[src/rtl/axis_pkt_player.sv]
// AXI-Stream packet player: flits are loaded through a ready/valid port into
// an internal buffer, then replayed on an AXI4-Stream master with repeat
// passes, inter-packet gaps and full backpressure.
module axis_pkt_player #(
  parameter int DATA_W    = 64,
  parameter int MAX_FLITS = 32,
  parameter int GAP_W     = 8,
  parameter int ADDR_W    = $clog2(MAX_FLITS)
) (
  input  logic                CLK,
  input  logic                RESET,
  input  logic                ld_valid,
  output logic                ld_ready,
  input  logic [DATA_W-1:0]   ld_data,
  input  logic [DATA_W/8-1:0] ld_keep,
  input  logic                ld_last,
  input  logic                clear,
  input  logic                start,
  input  logic [7:0]          repeat_cnt,
  input  logic [GAP_W-1:0]    gap_cycles,
  output logic [DATA_W-1:0]   M_AXIS_tdata,
  output logic [DATA_W/8-1:0] M_AXIS_tkeep,
  output logic                M_AXIS_tlast,
  output logic                M_AXIS_tvalid,
  input  logic                M_AXIS_tready,
  output logic                busy,
  output logic                done,
  output logic [ADDR_W:0]     flit_count,
  output logic [15:0]         pkt_count,
  output logic                overflow
);

  typedef enum logic [1:0] {IDLE, STREAM, GAP} state_t;

  localparam logic [ADDR_W:0]   FULL_CNT = (ADDR_W+1)'(MAX_FLITS);
  localparam logic [ADDR_W:0]   CNT_ONE  = (ADDR_W+1)'(1);
  localparam logic [ADDR_W-1:0] PTR_ONE  = ADDR_W'(1);
  localparam logic [GAP_W-1:0]  GAP_ONE  = GAP_W'(1);

  logic [DATA_W-1:0]   mem_data [MAX_FLITS];
  logic [DATA_W/8-1:0] mem_keep [MAX_FLITS];
  logic [MAX_FLITS-1:0] mem_last;

  state_t            state, state_d;
  logic [ADDR_W-1:0] wr_ptr, rd_ptr;
  logic [7:0]        passes;
  logic [GAP_W-1:0]  gap, gcnt;
  logic              full, load, hs, at_end, beat_last, final_beat;

  assign full       = (flit_count == FULL_CNT);
  assign busy       = (state != IDLE);
  assign ld_ready   = !busy && !full;
  assign load       = ld_valid && ld_ready && !clear;
  assign at_end     = ({1'b0, rd_ptr} == (flit_count - CNT_ONE));
  assign beat_last  = mem_last[rd_ptr] || at_end;
  assign final_beat = at_end && (passes == 8'd1);

  // Stream outputs are forced to zero outside STREAM so idle/reset values are clean.
  assign M_AXIS_tvalid = (state == STREAM);
  assign M_AXIS_tdata  = M_AXIS_tvalid ? mem_data[rd_ptr] : '0;
  assign M_AXIS_tkeep  = M_AXIS_tvalid ? mem_keep[rd_ptr] : '0;
  assign M_AXIS_tlast  = M_AXIS_tvalid && beat_last;
  assign hs            = M_AXIS_tvalid && M_AXIS_tready;

  // Flit buffer write port.
  always_ff @(posedge CLK) begin
    if (load) begin
      mem_data[wr_ptr] <= ld_data;
      mem_keep[wr_ptr] <= ld_keep;
      mem_last[wr_ptr] <= ld_last;
    end
  end

  // Buffer occupancy, write pointer and sticky overflow; clear wins over load.
  always_ff @(posedge CLK) begin
    if (RESET) begin
      flit_count <= '0;
      wr_ptr     <= '0;
      overflow   <= 1'b0;
    end else if (!busy) begin
      if (clear) begin
        flit_count <= '0;
        wr_ptr     <= '0;
        overflow   <= 1'b0;
      end else if (load) begin
        flit_count <= flit_count + CNT_ONE;
        wr_ptr     <= wr_ptr + PTR_ONE;
      end else if (ld_valid && full) begin
        overflow <= 1'b1;
      end
    end
  end

  // Player state register.
  always_ff @(posedge CLK) begin
    if (RESET) state <= IDLE;
    else       state <= state_d;
  end

  // Player next-state logic.
  always_comb begin
    state_d = state;
    case (state)
      IDLE:    if (start && (flit_count != '0)) state_d = STREAM;
      STREAM:  if (hs) begin
                 if (final_beat)                     state_d = IDLE;
                 else if (beat_last && (gap != '0))  state_d = GAP;
               end
      GAP:     if (gcnt == GAP_ONE) state_d = STREAM;
      default: state_d = IDLE;
    endcase
  end

  // Read pointer, pass/gap counters, packet counter and done pulse.
  always_ff @(posedge CLK) begin
    if (RESET) begin
      rd_ptr    <= '0;
      passes    <= '0;
      gap       <= '0;
      gcnt      <= '0;
      pkt_count <= '0;
      done      <= 1'b0;
    end else begin
      done <= 1'b0;
      case (state)
        IDLE: if (start) begin
          if (flit_count == '0) begin
            done <= 1'b1;
          end else begin
            passes    <= (repeat_cnt == 8'd0) ? 8'd1 : repeat_cnt;
            gap       <= gap_cycles;
            rd_ptr    <= '0;
            pkt_count <= '0;
          end
        end
        STREAM: if (hs) begin
          if (beat_last) pkt_count <= pkt_count + 16'd1;
          if (final_beat) begin
            done <= 1'b1;
          end else begin
            if (at_end) begin
              rd_ptr <= '0;
              passes <= passes - 8'd1;
            end else begin
              rd_ptr <= rd_ptr + PTR_ONE;
            end
            if (beat_last && (gap != '0)) gcnt <= gap;
          end
        end
        GAP: gcnt <= gcnt - GAP_ONE;
        default: ;
      endcase
    end
  end

endmodule
[config.mk]
export PLATFORM = sky130hd
export DESIGN_NAME = axis_pkt_player
export DESIGN_NICKNAME = d
export VERILOG_FILES = /design/src/rtl/axis_pkt_player.sv
export SDC_FILE = /design/constraint.sdc
export NUM_CORES = 2
export LEC_CHECK = 0
export CAP_MARGIN = 30
export CORE_MARGIN = 2
export CORE_UTILIZATION = 50
export CTS_CLUSTER_DIAMETER = 120
export DETAILED_ROUTE_END_ITERATION = 10
export GPL_TIMING_DRIVEN = 0
export PLACE_DENSITY = 0.76
export SLEW_MARGIN = 20
export SYNTH_ARGS = -nofsm -noshare
export SYNTH_HDL_FRONTEND = slang
export SYNTH_SLANG_ARGS = --single-unit
[constraint.sdc]
create_clock -name CLK -period 15.8 [get_ports CLK]
set_input_delay 1.58 -clock CLK [delete_from_list [all_inputs] [get_ports CLK]]
set_output_delay 1.58 -clock CLK [all_outputs]
set_load 0.005 [all_outputs]
==> summary by stage <==
Detailed routing
The via density per instance is 6.60. Dividing the detail-routed wire length by the instance count gives 36.2 um. The via total after detailed routing is 47600.

The number of violations reported at the end of detailed-routing iteration 0 is 7624. The final wirelength is 261 mm. In the routed design, unresolved DRC markers number 0. The number of detailed-routing iterations run before antenna repair is 6. In this run the remaining antenna-violating nets after routing total 0.

Floorplan
The I/O pin count is 195. The number of cell rows is 157. The die boundary height is 433 um. Once the floorplan was initialized, standard cells occupied 50.3% of the core. The core region area is 0.183 mm^2. The die width is 433 um. The floorplan step defined a die boundary enclosing 0.188 mm^2.

Timing
The relative slew slack is 24.5%. Setup repair after global routing left no endpoint under its margin. The number of max-slew violations in the final report came to 0. On the final layout, the worst clock skew is 0.0568 ns. Timing would allow up to 136 MHz. Setup violations remaining at the end of the flow were counted as 0. The minimum period implied by the final worst setup slack is 7.36 ns.

The count of endpoints failing hold in the final timing report is 0. The share of the clock period used by the worst path after layout is 46.6%. The worst-margin pin slew is 1.13 ns.

Adding up every negative setup slack in the final design gives 0 ns.

Layout
After filler insertion, the fill cell instance count of the layout stands at 12100. The cell area after layout is 0.109 mm^2. The top cell types in the final layout, fill and taps aside, are edfxtp_1 (2336), mux4_2 (720), clkbuf_16 (223), clkdlybuf4s50_1 (160), nor2_1 (127). For this run, the share of the core covered by cells in the final layout is 59.5%. The commonest non-fill, non-tap cell in the layout is edfxtp_1. The fraction of layout cells with a size suffix above 1 is 30.4%.

The synthesis-to-layout area growth is 18.2%. The finished layout holds 7219 standard cells, fillers aside. At the end of the flow, the number of nets in the layout was 4656.

Placement
The cell area after placement is 0.101 mm^2. After legalization and detailed placement, the total HPWL measured 155 mm. Including well taps, the total number of placed cells is 6738. The final estimated routing congestion in global placement is 0.798. The count of buffers from port buffering is 194.

Worst setup path
The largest single stage delay on the critical path is 0.86 ns. The dominant delay contributor by cell family on the critical path is buffers and inverters. The critical path startpoint category is a flip-flop. In this run the critical register-to-register path is launched from flit_count[0].

The critical-path maximum fanout is 11. Traced cell by cell, the critical path runs through clkbuf_1 -> clkbuf_2 -> buf_1 -> mux4_2 -> mux4_2 -> mux2i_1 -> nor2_1 -> clkdlybuf4s50_1. At the worst endpoint, the arrival time is 5.78 ns. The critical path start-end classification is reg -> out. The most frequent cell on the critical path is mux4_2. The endpoint class of the critical path is a primary output. The sum of buffers and inverters on the critical path is 4. STA puts the critical path data required time at 14.22 ns. The slowest stage of the critical path is the buf_1 cell.

Logic synthesis
After synthesis, the netlist uses 64 different library cells. The synthesized design contains 2401 register bits. The share of async-settable or async-resettable flops after synthesis is 0%. The share of the Yosys chip area taken by registers is 77.5%. The total number of yosys warnings is 0.

The net count of the mapped netlist is 4020. The cell area after synthesis is 0.0922 mm^2. In this run, synthesis inferred 2336 flip-flops with an integrated enable. In this run the mean area of a mapped cell was 23.6 um^2.

The dominant register cell in the synthesized netlist is edfxtp_1. After technology mapping, the gate count stands at 3912.

GRT
The via count of the first global-routing pass came to 48300. Entering global routing, the biggest net connects 33 pins. The global-route congestion overflow total is 0. In the global route stage, overall resource usage came out at 27.9%. The number of antenna violations at the first check in global routing is 14. The first global-routing pass estimated 366 mm of wire.

CTS
The root cell of the clock tree is clkbuf_16. Clock-pin slew was measured on the worst setup and hold paths at 0.07 ns. The CTS tree is yes. Clock tree synthesis inserted a total of 222 buffers. The number of buffers inserted for hold repair after clock tree synthesis is 0. The clock insertion delay at the later pin of the skew report is 0.89 ns.

The clock drives 2401 sinks. In this run the number of H-tree levels came out at 4. The post-CTS setup-driven buffer insertion count is 0. In this run the deepest clock path goes through 3 buffers. In this run, post-CTS repair resized a total of 0 instances.

Power
The total power is 0.0131 W. The worst-case vdd ir drop is 107 uV. The leakage power of the design is 32.9 nW. The power density over the cells is 120 mW/mm^2.

Status
The run finished with clean final reports.

Min path
In this run the most critical hold path is launched from overflow. The min-delay analysis places its worst path in the category reg -> reg.

Job
The tool flagged a number of max-cap violations equal to 0.
==> Yosys cell counts, types with 2 or more instances <==
cell type	count	area (um^2)
or3b_2	2	17.5
a211oi_1	4	30.0
a21oi_2	5	43.8
buf_1	30	113
nand4_1	7	43.8
nand3b_1	8	60.1
nand2b_1	3	18.8
edfxtp_1	2336	70100
xor2_1	7	61.3
nand3_1	33	165
or2_2	4	25.0
xnor2_1	9	78.8
or4_1	5	37.5
o211ai_1	3	22.5
clkbuf_1	101	379
nor4_1	5	31.3
nor2_1	159	597
or3_1	14	87.6
a311oi_1	3	26.3
a31oi_1	10	62.6
inv_1	20	75.1
o311ai_0	5	43.8
a21o_1	5	37.5
and2_1	4	25.0
nand2_1	51	191
o21ai_1	6	30.0
mux2i_1	90	901
o31ai_1	6	45.0
nor3_1	10	50.1
ha_1	13	163
o2111ai_1	2	17.5
a22oi_1	8	60.1
o21ai_0	12	60.1
nor2b_1	5	31.3
and3_1	3	18.8
buf_2	70	350
dfxtp_1	65	1300
mux4_2	720	16200
a21oi_1	44	220
==> metal layers <==
metal | routed length [um] | vias to the layer above | GRT usage, %
met4 | 12500 | 14 | 12.3
met1 | 89200 | 24800 | 36.4
met2 | 129000 | 4019 | 45.7
met5 | 96 | - | 0
met3 | 30600 | 742 | 6.07
li1 | - | 18100 | -
==> per-stage QoR <==
stage	worst slack, ns	hold slack (ns)
after floorplan	9.86	0.449
after global placement	4.06	0.458
after detailed placement	9.53	0.467
after CTS	8.42	0.484
after global routing	8.44	0.512
final	8.44	0.478
==> sequential cells by signal (all words and copies together) (netlist names), named ones only <==
register and cells:
mem_last 32, overflow 1, flit_count 6, pkt_count 16, gcnt 8, gap 8
state 2, done 1, mem_keep 256, mem_data 2048, passes 8, rd_ptr 5
wr_ptr 5
==> worst reg2reg max path, stage by stage, from the launching register on <==
cell and delay, ns:
dfxtp_1 0.58, inv_1 0.12, ha_1 0.20, or4b_1 0.23
nor2_1 0.09, nor2_1 0.33, nor2b_1 0.18, clkbuf_1 0.32
nand2_1 0.55, nor2_4 0.85, buf_16 0.27, buf_12 0.23
buf_12 0.23
==> report_power, final <==
group          internal (W)  leakage, nW  switching [W]
sequential          0.00700         21.5     0.00000916
combinational      0.000322         7.87       0.000405
clock               0.00293         3.50        0.00244
==> cell families after synthesis <==
family                     count (synthesis)  synth area share (%)
and+or+nand+nor                          322                  1.63
AOI/OAI and AO/OA                        125                 0.924
DFF                                     2401                  77.5
muxes                                    810                  18.6
buffers and inverters                    225                  1.04
xor gates and xnor gates                  16                 0.152
adders and majority gates                 13                 0.176
==> area by class of cell <==
| type | instances | area (um^2) | area share (%) |
|---|---|---|---|
| flip-flops and latches | 2401 | 71400 | 65.6 |
| multi-input cells | 1286 | 20000 | 18.4 |
| repair buffers | 412 | 6110 | 5.61 |
| clock buffers | 267 | 5750 | 5.27 |
| well taps | 2464 | 3080 | 2.83 |
| clock inverters | 147 | 1520 | 1.40 |
| plain buffers | 205 | 913 | 0.838 |
| inverters | 20 | 75.1 | 0.0689 |
| diodes | 17 | 42.5 | 0.0390 |
==> path summary, 6_finish.rpt <==
kind	to	slack (ns)	cells after the start
hold reg to reg	overflow	0.48	2
hold / removal	overflow	0.48	2
setup reg to reg	mem_data[28][46]	11.29	12
setup / recovery	M_AXIS_tkeep[2]	8.44	8
No activity file was read; power rests on OpenSTA's default activity.
